===== src/rtl/seg7_pkg.sv =====
`default_nettype none
// ============================================================================
// Module   : seg7_pkg
// Purpose  : Shared constants and the hex-to-seven-segment decoder for the
//            multiplexed display driver.
// Contents : NUM_DIGITS, SEG_OFF, AN_OFF, hex_to_seg()
// Revision : 1.0 - initial release
// ============================================================================
package seg7_pkg;

  localparam int         NUM_DIGITS = 8;
  localparam logic [6:0] SEG_OFF    = 7'h7F;  // all cathodes released (active low)
  localparam logic [7:0] AN_OFF     = 8'hFF;  // all anodes released (active low)

  // Active-low segment pattern, bit0 = segment a ... bit6 = segment g.
  function automatic logic [6:0] hex_to_seg(input logic [3:0] i_nib);
    logic [6:0] w_seg;
    case (i_nib)
      4'h0: w_seg = 7'h40;
      4'h1: w_seg = 7'h79;
      4'h2: w_seg = 7'h24;
      4'h3: w_seg = 7'h30;
      4'h4: w_seg = 7'h19;
      4'h5: w_seg = 7'h12;
      4'h6: w_seg = 7'h02;
      4'h7: w_seg = 7'h78;
      4'h8: w_seg = 7'h00;
      4'h9: w_seg = 7'h10;
      4'hA: w_seg = 7'h08;
      4'hB: w_seg = 7'h03;
      4'hC: w_seg = 7'h46;
      4'hD: w_seg = 7'h21;
      4'hE: w_seg = 7'h06;
      default: w_seg = 7'h0E;
    endcase
    return w_seg;
  endfunction

endpackage
`default_nettype wire


===== src/rtl/seg7_scan_driver_tick_gen.sv =====
`default_nettype none
// ============================================================================
// Module   : tick_gen
// Purpose  : Free-running modulo-DIV counter with a terminal-count pulse.
// Ports    : i_clk    - clock
//            i_rst_n  - asynchronous active-low reset
//            o_count  - current count, 0..DIV-1
//            o_wrap   - high during the cycle the count equals DIV-1
// Revision : 1.0 - initial release
// ============================================================================
module tick_gen #(
  parameter  int DIV = 2,
  localparam int W   = $clog2(DIV)
) (
  input  logic         i_clk,
  input  logic         i_rst_n,
  output logic [W-1:0] o_count,
  output logic         o_wrap
);

  logic [W-1:0] r_count;
  logic         w_wrap;

  assign w_wrap = (r_count == W'(DIV - 1));

  always_ff @(posedge i_clk or negedge i_rst_n) begin
    if (!i_rst_n) begin
      r_count <= '0;
    end else if (w_wrap) begin
      r_count <= '0;
    end else begin
      r_count <= r_count + W'(1);
    end
  end

  assign o_count = r_count;
  assign o_wrap  = w_wrap;

endmodule
`default_nettype wire


===== src/rtl/seg7_scan_driver.sv =====
`default_nettype none
// ============================================================================
// Module   : seg7_scan_driver
// Purpose  : Time-multiplexed driver for an 8-digit common-anode seven-segment
//            display. Inputs are captured once per frame so a digit never
//            tears mid-scan; each digit slot opens with a blanking window to
//            stop the previous digit ghosting onto the next anode.
// Ports    : clk_i    - system clock
//            rst_ni   - asynchronous active-low reset
//            data_i   - eight hex nibbles, nibble k drives digit k
//            en_i     - per-digit enable
//            dp_i     - per-digit decimal point
//            blink_i  - per-digit blink enable
//            seg_o    - cathodes CA..CG, active low
//            dp_o     - decimal-point cathode, active low
//            an_o     - anodes, active low, an_o[k] selects digit k
//            frame_o  - one-cycle pulse marking each snapshot load
// Revision : 1.0 - initial release
// ============================================================================
module seg7_scan_driver
  import seg7_pkg::*;
#(
  parameter int REFRESH_DIV = 100000,
  parameter int BLANK_CYC   = 16,
  parameter int BLINK_DIV   = 25000000
) (
  input  logic        clk_i,
  input  logic        rst_ni,
  input  logic [31:0] data_i,
  input  logic [7:0]  en_i,
  input  logic [7:0]  dp_i,
  input  logic [7:0]  blink_i,
  output logic [6:0]  seg_o,
  output logic        dp_o,
  output logic [7:0]  an_o,
  output logic        frame_o
);

  localparam int SLOT_W  = $clog2(REFRESH_DIV);
  localparam int BLINK_W = $clog2(BLINK_DIV);

  logic [SLOT_W-1:0]  w_slot_cnt;
  logic               w_slot_wrap;
  logic [BLINK_W-1:0] w_blink_cnt_unused;
  logic               w_blink_wrap;

  tick_gen #(.DIV(REFRESH_DIV)) u_slot_tick (
    .i_clk   (clk_i),
    .i_rst_n (rst_ni),
    .o_count (w_slot_cnt),
    .o_wrap  (w_slot_wrap)
  );

  tick_gen #(.DIV(BLINK_DIV)) u_blink_tick (
    .i_clk   (clk_i),
    .i_rst_n (rst_ni),
    .o_count (w_blink_cnt_unused),
    .o_wrap  (w_blink_wrap)
  );

  logic [2:0]  r_idx;
  logic        r_phase;
  logic [31:0] r_data_snap;
  logic [7:0]  r_en_snap;
  logic [7:0]  r_dp_snap;
  logic [7:0]  r_blink_snap;

  // Frame boundary: last cycle of the last digit slot.
  logic w_frame;
  assign w_frame = w_slot_wrap && (r_idx == 3'(NUM_DIGITS - 1));

  always_ff @(posedge clk_i or negedge rst_ni) begin
    if (!rst_ni) begin
      r_idx        <= '0;
      r_phase      <= 1'b0;
      r_data_snap  <= '0;
      r_en_snap    <= '0;
      r_dp_snap    <= '0;
      r_blink_snap <= '0;
    end else begin
      if (w_slot_wrap) begin
        r_idx <= r_idx + 3'd1;
      end
      if (w_blink_wrap) begin
        r_phase <= ~r_phase;
      end
      if (w_frame) begin
        r_data_snap  <= data_i;
        r_en_snap    <= en_i;
        r_dp_snap    <= dp_i;
        r_blink_snap <= blink_i;
      end
    end
  end

  // Current digit selection, driven only by registered state.
  logic [3:0] w_nib;
  logic       w_lit;

  assign w_nib = r_data_snap[{r_idx, 2'b00} +: 4];
  assign w_lit = (w_slot_cnt >= SLOT_W'(BLANK_CYC))
              && r_en_snap[r_idx]
              && !(r_blink_snap[r_idx] && r_phase);

  // Output stage registers everything so the pins never glitch while the
  // slot/index state changes.
  always_ff @(posedge clk_i or negedge rst_ni) begin
    if (!rst_ni) begin
      an_o    <= AN_OFF;
      seg_o   <= SEG_OFF;
      dp_o    <= 1'b1;
      frame_o <= 1'b0;
    end else begin
      frame_o <= w_frame;
      if (w_lit) begin
        an_o  <= ~(8'h01 << r_idx);
        seg_o <= hex_to_seg(w_nib);
        dp_o  <= ~r_dp_snap[r_idx];
      end else begin
        an_o  <= AN_OFF;
        seg_o <= SEG_OFF;
        dp_o  <= 1'b1;
      end
    end
  end

endmodule
`default_nettype wire


===== config.mk =====
export PLATFORM = sky130hd
export DESIGN_NAME = seg7_scan_driver
export DESIGN_NICKNAME = d
export VERILOG_FILES = /design/src/rtl/seg7_pkg.sv /design/src/rtl/seg7_scan_driver_tick_gen.sv /design/src/rtl/seg7_scan_driver.sv
export SDC_FILE = /design/constraint.sdc
export NUM_CORES = 1
export LEC_CHECK = 0
export ABC_AREA = 1
export ABC_CLOCK_PERIOD_IN_PS = 3300
export BUFFER_PORTS_ARGS = -buffer_cell sky130_fd_sc_hd__buf_2
export CAP_MARGIN = 20
export CORE_MARGIN = 8
export CORE_UTILIZATION = 47
export DETAILED_ROUTE_END_ITERATION = 8
export GPL_ROUTABILITY_DRIVEN = 0
export GPL_TIMING_DRIVEN = 0
export PLACE_DENSITY_LB_ADDON = 0.12
export SKIP_LAST_GASP = 1
export SYNTH_ARGS = -nofsm -noshare
export SYNTH_HDL_FRONTEND = slang
export SYNTH_SLANG_ARGS = --single-unit

===== constraint.sdc =====
create_clock -name clk_i -period 3.3 [get_ports clk_i]
set_clock_uncertainty 0.1 [all_clocks]
set_input_delay 0.165 -clock clk_i [delete_from_list [all_inputs] [get_ports clk_i]]
set_output_delay 0.165 -clock clk_i [all_outputs]
set_load 0.03 [all_outputs]

==> results.json, run 1 <==
{
  "yosys.area_share.simple": 0.2826,
  "via_per_inst": 4.870,
  "rr_startpoint": "r_idx[0]$_DFFE_PN0N_",
  "cts.sinks": 119,
  "clock.fmax_ghz": 0.3999,
  "rsz0062_at_grt": "false",
  "dp_cells": 1044,
  "ff2ff_path_depth": 12,
  "ir_drop_uv": 274.1,
  "wl_per_cell_um": 13.99,
  "syn-cell-area_mm2": 0.006207,
  "outcome": "completed",
  "final.setup.tns_ns": 0,
  "clk_pin_slew_worst_paths_ns": 0.05,
  "dp_worst_setup_slack_ns": 0.8114,
  "critical_path_class": "reg -> reg",
  "total_leakage_power_nw": 3.973,
  "start_kind": "flip-flop",
  "cts-root-buf": "clkbuf_16",
  "crit_start": "r_idx[0]$_DFFE_PN0N_",
  "synth_top_family_by_area": "simple AND/OR/NAND/NOR gates",
  "core-area_mm2": 0.01309,
  "place_hpwl_um": 10960,
  "synth-adder-area-share": 0.03024,
  "report.final.slew_viol_count": 0,
  "cts_post_setup_buffers_inserted": 0,
  "final_common_cell": "nand2_1",
  "hold_viol": 0,
  "yosysWarnings": 0,
  "grt_start_max_net_pins": 69,
  "fin_crit_ns": 2.500,
  "cp.required_ns": 3.53,
  "drive_gt1_frac": 0.1703,
  "synth_top_area_cell": "dfrtp_1",
  "h-tree-depth": 4,
  "die-area_mm2": 0.01714,
  "cts_buffer_depth": 2,
  "num_io_pins": 75,
  "cts_resized": 0,
  "cts_buffers": 17,
  "diodes": 0,
  "reg2reg_slack_ns": 0.80,
  "synth_compound_area_frac": 0.06934,
  "cts_tree": "built",
  "combPwrFrac": 0.034,
  "p_sw_mw": 0.6887,
  "min_period_over_period": 0.7577,
  "synth-seq-area-share": 0.4830,
  "syn-num-nets": 866,
  "critPathCapture": "seg_o[3]$_DFF_PN1_",
  "synthMuxAreaShare": 0,
  "ys_types": 31,
  "synth_xor_area_frac": 0.03528,
  "p_clk_frac": 0.555,
  "ant_nets": 0,
  "via_count": 5518,
  "area.growth.synth_to_final_pct": 29.47,
  "overflow": 0,
  "cap_viol_max_count": 0,
  "route.detailed.drc": 0,
  "synth_top_cell_area_share": 0.4152,
  "drt-pass1-iter-count": 5,
  "fin_util": 0.6142,
  "hold_class": "in -> async",
  "grt_usage": 0.1973,
  "final_cell_mix": "nand2_1 (226), inv_1 (122), dfrtp_1 (103)",
  "p_seq_frac": 0.411,
  "fp.dieW_um": 130.9,
  "crit_arrival_ns": 2.73,
  "drt_wl_total_um": 15850,
  "drt-initial-drc-count": 393,
  "internal_power_mw": 2.872,
  "fin_ws_ns": 0.7996,
  "finalSetupViolCount": 0,
  "synth_seq_cells": 119,
  "ys_top_cells_by_area": "dfrtp_1 (42%), nand2_1 (14%), inv_1 (7.4%), dfstp_2 (6.8%), nand3_1 (6.1%)",
  "swShare": 0.1934,
  "port_buffers": 74,
  "worst_pin_slew_ns": 0.7067,
  "postSynthCellCount": 793,
  "instances_no_fill": 1133,
  "crit_fanout": 11,
  "end_kind": "flip-flop",
  "clkLatencyLatePin_ns": 0.42,
  "avgSynthCellArea_um2": 7.827,
  "rr_endpoint": "seg_o[3]$_DFF_PN1_",
  "grt_pass1_vias": 5471,
  "antenna_found_initial": 0,
  "row_count": 42,
  "slew_headroom": 0.5239,
  "dieHeight_um": 130.9,
  "powerDensity_mw_per_mm2": 443.1,
  "grt_pass1_wl_um": 26280,
  "layout.nets": 1017,
  "start_util": 0.4744
}
Yosys cell counts:
cell and count:
nor2_4 2, o21ai_2 11, nor2_8 1, clkbuf_4 1, nor3_2 1, nor2_2 1
nor3_4 1, buf_8 1, nand2_1 226, dfstp_2 16, xor2_1 21, dfrtp_1 103
xnor2_1 4, o21ai_0 57, buf_4 6, a21oi_1 7, buf_6 2, nor3_1 17
ha_1 15, inv_2 2, a21o_1 1, a31oi_1 1, nand2_2 2, and3b_1 1
buf_2 11, clkbuf_1 2, nand4_2 1, nand4_1 11, inv_1 122, nand3_1 76
nor2_1 70
how the worst min path moves through the flow:
stage	endpoint	slack, ns	depth (start not counted)
3_3_place_gp	r_dp_snap[3]$_DFFE_PN0P_	0.27	3
5_1_grt	r_blink_snap[2]$_DFFE_PN0P_	0.22	2
3_5_place_dp	r_blink_snap[2]$_DFFE_PN0P_	0.05	1
6_report	r_blink_snap[2]$_DFFE_PN0P_	0.15	2
4_1_cts	r_blink_snap[2]$_DFFE_PN0P_	0.19	2
2_1_floorplan	frame_o$_DFF_PN0_	-0.23	0
layer usage:
| metal | part of all wire | up-vias | GRT usage |
|---|---|---|---|
| li1 | - | 2769 | - |
| met1 | 0.44 | 2587 | 0.2431 |
| met2 | 0.49 | 134 | 0.3301 |
| met3 | 0.052 | 28 | 0.03815 |
| met4 | 0.020 | 0 | 0.08778 |
| met5 | 0 | - | 0 |
sequential cells by signal, summed over array words and instances (netlist names), 3 cells and up:
register	count
r_dp_snap	8
seg_o	7
u_slot_tick.o_count	17
r_data_snap	32
an_o	8
r_en_snap	8
u_blink_tick.o_count	25
r_idx	3
r_blink_snap	8
kinds of logic after synthesis:
kind of cell,count (synthesis)
adders and majority gates,15
buffers and inverters,147
xor gates and xnor gates,25
AOI/OAI and AO/OA,77
and+or+nand+nor,410
DFF,119
stage by stage:
| step | total power [mW] | hold WS, ns | area, um^2 |
|---|---|---|---|
| 4_1_cts | 3.585 | 0.1857 | 8036 |
| 3_3_place_gp | 1.550 | 0.2692 | 6798 |
| 6_report | 3.561 | 0.1547 | 8036 |
| 5_1_grt | 3.666 | 0.2157 | 8036 |
| 3_5_place_dp | 1.556 | 0.04846 | 6832 |
| 2_1_floorplan | 1.486 | -0.2306 | 6207 |
layout make-up:
| cell class | count | area [um^2] |
|---|---|---|
| buffer | 23 | 152.6 |
| clock buffer | 24 | 491.7 |
| clock inverter | 8 | 142.6 |
| fill | 1114 | 5049 |
| inverter | 124 | 465.4 |
| multi-input combinational | 527 | 2591 |
| sequential | 119 | 2998 |
| tap | 176 | 220.2 |
| timing repair buffer | 132 | 974.7 |
power groups by stage:
stage	combinational (mW)	clock, mW	sequential (mW)
final	0.122	1.98	1.46
after floorplan	0.00000127	0	1.49
after detailed placement	0.0701	0	1.49
after global placement	0.0638	0	1.49
after CTS	0.122	2.00	1.46
after global routing	0.135	2.07	1.46
critical path, cell delays in order, from the launching register on:
cell and delay [ns]:
dfrtp_1 0.48, inv_2 0.19, buf_2 0.30, nand2_1 0.08
nand3_1 0.08, nand3_1 0.09, o21ai_0 0.31, inv_1 0.18
ha_1 0.26, nand3_1 0.13, nand2_1 0.08, nand2_1 0.06
nand3_1 0.06
timing repair:
action,4_1_cts,5_1_grt
hold buffers,57,0
setup endpoints to repair,0,0
hold endpoints to repair,107,0
(Power assumes the default switching activity.)
==> inputs of run 2 (changes only) <==
ABC_CLOCK_PERIOD_IN_PS = 2400   (was 3300)
clock period = 2.4 ns   (was 3.3 ns; I/O delays follow)
==> results.json, run 2 (synthesis gave the netlist of run 1 again) <==
{
  "fp.dieW_um": 130.9,
  "worst_pin_slew_ns": 0.6420,
  "grt_pass1_vias": 5471,
  "place_hpwl_um": 10960,
  "overflow": 0,
  "largest_reg_flops": 32,
  "grt_pass1_wl_um": 26280,
  "core-area_mm2": 0.01309,
  "cts-root-buf": "clkbuf_16",
  "path_cells": "inv_2 > clkbuf_4 > nand2_1 > nand3_1 > nand3_1 > o21ai_2 > inv_1 > ha_1 > nand3_1 > nand2_1 > nand2_1 > nand3_1",
  "cts_buffer_depth": 2,
  "fin_crit_ns": 2.201,
  "end_kind": "flip-flop",
  "port_buffers": 74,
  "n_fill_cell": 1112,
  "num_io_pins": 75,
  "hold_class": "in -> async",
  "outcome": "completed",
  "cts_tree": "built",
  "antenna_found_initial": 0,
  "drt_wl_total_um": 15830,
  "instances_no_fill": 1133,
  "via_count": 5530,
  "wl_per_cell_um": 13.97,
  "slowest_stage": "dfrtp_2",
  "route.detailed.drc": 0,
  "h-tree-depth": 4,
  "grt_usage": 0.1973,
  "ir_drop_uv": 376.1,
  "drive_gt1_frac": 0.1745,
  "fin_util": 0.6149,
  "slew_headroom": 0.5720,
  "dp_cells": 1044,
  "diodes": 0,
  "cap_viol_max_count": 0,
  "critical_path_class": "reg -> reg",
  "dieHeight_um": 130.9,
  "hold_viol": 0,
  "max_stage_delay_ns": 0.47,
  "via_per_inst": 4.881,
  "cp.required_ns": 2.63,
  "path_delay_family": "simple AND/OR/NAND/NOR gates",
  "cts_buffers": 17,
  "rsz0062_at_grt": "false",
  "start_kind": "flip-flop",
  "powerDensity_mw_per_mm2": 607.9,
  "min_period_over_period": 0.9171,
  "row_count": 42,
  "layout.nets": 1017,
  "report.final.slew_viol_count": 0,
  "crit_fanout": 11,
  "finalSetupViolCount": 0,
  "crit_arrival_ns": 2.43,
  "drt-pass1-iter-count": 5,
  "start_util": 0.4744,
  "top_register": "r_data_snap",
  "ant_nets": 0,
  "total_leakage_power_nw": 3.976,
  "totalPowerFinal_mw": 4.892,
  "path_common_cell": "nand3_1",
  "final_common_cell": "nand2_1",
  "area.growth.synth_to_final_pct": 29.63,
  "clkLatencyLatePin_ns": 0.42,
  "drt-initial-drc-count": 383,
  "grt_start_max_net_pins": 69,
  "cts.sinks": 119,
  "die-area_mm2": 0.01714,
  "clk_pin_slew_worst_paths_ns": 0.05,
  "clock.fmax_ghz": 0.4543,
  "path_buf_inv": 3,
  "final_cell_mix": "nand2_1 (225), inv_1 (121), dfrtp_1 (102)",
  "whs_ns": 0.1095
}
[run 2: cell count changes in the layout (fill, tap and decap cells not counted), sizes merged]
cell    delta
buf        -1
clkbuf     +1
[run 2: where the power goes]
group	internal [mW]	switching [mW]
sequential	2.01	0
clock	1.84	0.874
combinational	0.0982	0.0687
[run 2: layout make-up]
class / instances / area [um^2] / area share
plain buffers: 23 / 155.1 / 0.01928
clock buffers: 24 / 491.7 / 0.06111
clock inverters: 8 / 142.6 / 0.01773
inverters: 124 / 465.4 / 0.05784
multi-input cells: 527 / 2597 / 0.3228
flip-flops and latches: 119 / 2999 / 0.3727
well taps: 176 / 220.2 / 0.02737
repair buffers: 132 / 974.7 / 0.1211
[run 2: worst paths after layout]
check	start	end	slack (ns)	cells after the start
min in group clk_i	dp_i[3]	r_dp_snap[3]$_DFFE_PN0P_	0.34	4
hold / removal	rst_ni	r_blink_snap[2]$_DFFE_PN0P_	0.11	2
setup / recovery	r_idx[0]$_DFFE_PN0N_	seg_o[3]$_DFF_PN1_	0.20	12
setup reg to reg	r_idx[0]$_DFFE_PN0N_	seg_o[3]$_DFF_PN1_	0.20	12
max in group asynchronous	rst_ni	seg_o[1]$_DFF_PN1_	1.34	3
hold reg to reg	u_slot_tick.o_count[2]$_DFF_PN0_	u_slot_tick.o_count[2]$_DFF_PN0_	0.40	1
[run 2: repair_timing]
action	CTS	global route
cloned	0	0
endpoints found under the setup margin	4	6
hold endpoints to repair	107	0
pin swaps	0	0
gates resized for setup	2	4
hold buffers	57	0
setup buffers	0	0
[run 2: worst register-to-register path, cell delays in order, from the launching register on]
cell and delay, ns:
dfrtp_2 0.47, inv_2 0.17, clkbuf_4 0.27, nand2_1 0.07
nand3_1 0.08, nand3_1 0.10, o21ai_2 0.17, inv_1 0.13
ha_1 0.23, nand3_1 0.13, nand2_1 0.08, nand2_1 0.06
nand3_1 0.06
[run 2: layer usage]
layer | track usage | share of wire | vias to the layer above
met5 | 0 | 0 | -
met4 | 0.08778 | 0.022 | 0
met3 | 0.03815 | 0.051 | 30
met2 | 0.3301 | 0.49 | 131
met1 | 0.2431 | 0.44 | 2596
li1 | - | - | 2773
[run 2: through the flow]
stage	cell area [um^2]	setup WS [ns]	setup TNS (ns)
final	8046	0.1989	0
after global routing	8046	0.008283	0
after CTS	8040	0.06848	0
after detailed placement	6832	-0.08861	-0.2231
after global placement	6798	-0.3772	-38.15
after floorplan	6207	0.3856	0
==> inputs of run 3 (changes only) <==
ABC_CLOCK_PERIOD_IN_PS = 2100   (was 2400)
clock period = 2.1 ns   (was 2.4 ns; I/O delays follow)
==> results.json, run 3 (synthesis gave the netlist of run 1 again) <==
{
  "via_count": 5641,
  "route.detailed.drc": 0,
  "diodes": 0,
  "final_cell_mix": "nand2_1 (223), inv_1 (119), dfrtp_1 (102)",
  "final_common_cell": "nand2_1",
  "path_cells": "ha_2 > nand2_2 > nor2_4 > nand2_2 > nor3_4 > nand2_4 > nor2_8 > buf_8 > buf_8 > nand2_1 > nand2_1",
  "rr_endpoint": "r_en_snap[5]$_DFFE_PN0P_",
  "fin_util": 0.6303,
  "grt_usage": 0.1981,
  "rsz0062_at_grt": "true",
  "ff2ff_path_depth": 11,
  "grt_pass1_wl_um": 26370,
  "drt_wl_total_um": 16330,
  "whs_ns": 0.09642,
  "wl_met2_um": 8007,
  "wl_met3_um": 883,
  "end_kind": "flip-flop",
  "die-area_mm2": 0.01714,
  "clock.fmax_ghz": 0.5002,
  "ir_drop_uv": 430.4,
  "hold_viol": 0,
  "dp_cells": 1044,
  "cts_buffer_depth": 2,
  "num_io_pins": 75,
  "max_stage_delay_ns": 0.37,
  "finalSetupViolCount": 0,
  "slew_headroom": 0.6622,
  "instances_no_fill": 1145,
  "row_count": 42,
  "grt_start_max_net_pins": 69,
  "cts_tree": "built",
  "fp.dieW_um": 130.9,
  "min_period_over_period": 0.9519,
  "start_kind": "flip-flop",
  "place_hpwl_um": 10960,
  "totalPowerFinal_mw": 5.607,
  "port_buffers": 74,
  "report.final.slew_viol_count": 0,
  "drt-initial-drc-count": 415,
  "ant_nets": 0,
  "worst_pin_slew_ns": 0.5067,
  "drive_gt1_frac": 0.1950,
  "total_leakage_power_nw": 4.086,
  "largest_reg_flops": 32,
  "n_fill_cell": 1092,
  "antenna_found_initial": 0,
  "start_util": 0.4744,
  "dieHeight_um": 130.9,
  "cp.required_ns": 2.36,
  "grt_pass1_vias": 5491,
  "overflow": 0,
  "area.growth.synth_to_final_pct": 32.88,
  "fin_crit_ns": 1.999,
  "cts.sinks": 119,
  "powerDensity_mw_per_mm2": 679.8,
  "top_register": "r_data_snap",
  "crit_fanout": 8,
  "cap_viol_max_count": 0,
  "h-tree-depth": 4,
  "drt-pass1-iter-count": 5,
  "hold_class": "in -> async",
  "reg2reg_slack_ns": 0.10,
  "clk_pin_slew_worst_paths_ns": 0.05,
  "critical_path_class": "reg -> reg",
  "top_layer": "met4",
  "final.setup.tns_ns": 0,
  "via_per_inst": 4.927,
  "clkLatencyLatePin_ns": 0.42,
  "cts_buffers": 17,
  "path_delay_family": "simple AND/OR/NAND/NOR gates",
  "crit_arrival_ns": 2.26,
  "wl_met1_um": 7041,
  "slowest_stage": "dfrtp_1",
  "rr_startpoint": "u_slot_tick.o_count[1]$_DFF_PN0_",
  "cts-root-buf": "clkbuf_16",
  "path_buf_inv": 2,
  "layout.nets": 1029,
  "wl_per_cell_um": 14.26,
  "outcome": "completed",
  "core-area_mm2": 0.01309
}
[run 3: area by class of cell]
class | instances | area [um^2] | share of cell area
clock inverters | 8 | 142.6 | 0.01729
clock buffers | 24 | 491.7 | 0.05962
flip-flops and latches | 119 | 2999 | 0.3636
inverters | 124 | 473.0 | 0.05734
well taps | 176 | 220.2 | 0.02670
multi-input cells | 528 | 2658 | 0.3222
plain buffers | 22 | 181.4 | 0.02200
repair buffers | 144 | 1082 | 0.1312
[run 3: report_power, final]
group          switching (mW)  internal [mW]  leakage (nW)
Sequential                  0           2.30          1.28
Clock                    1.01           2.10         0.310
Combinational          0.0787          0.112          2.49
Total                    1.09           4.51          4.09
[run 3: how the worst max path moves through the flow]
stage | startpoint | endpoint | slack [ns] | cells past startpoint
finish | u_slot_tick.o_count[1]$_DFF_PN0_ | r_en_snap[5]$_DFFE_PN0P_ | 0.10 | 11
global route | u_slot_tick.o_count[1]$_DFF_PN0_ | r_dp_snap[4]$_DFFE_PN0P_ | -0.03 | 11
CTS | r_idx[0]$_DFFE_PN0N_ | seg_o[3]$_DFF_PN1_ | 0.001 | 12
detailed placement | r_idx[0]$_DFFE_PN0N_ | seg_o[3]$_DFF_PN1_ | -0.39 | 12
global placement | rst_ni | u_blink_tick.o_count[0]$_DFF_PN0_ | -0.66 | 1
floorplan | r_idx[0]$_DFFE_PN0N_ | seg_o[3]$_DFF_PN1_ | 0.09 | 11
[run 3: metal layers]
metal  vias up  track usage
met3        34      0.03774
met1      2632       0.2449
met2       173       0.3292
met5         -            0
li1       2802            -
met4         0      0.09183
[run 3: through the flow]
step           worst slack [ns]  cell area, um^2
2_1_floorplan           0.08563             6207
3_3_place_gp            -0.6622             6798
3_5_place_dp            -0.3886             6832
4_1_cts                0.001032             8058
5_1_grt                -0.03495             8248
6_report                 0.1010             8248
[run 3: repair_timing]
| item | in CTS | in global routing |
|---|---|---|
| pin swaps | 1 | 4 |
| setup endpoints to repair | 17 | 74 |
| buffers inserted | 1 | 10 |
| hold buffers | 57 | 0 |
| endpoints found under the hold margin | 118 | 0 |
| cloned | 0 | 2 |
| gates resized for setup | 9 | 25 |
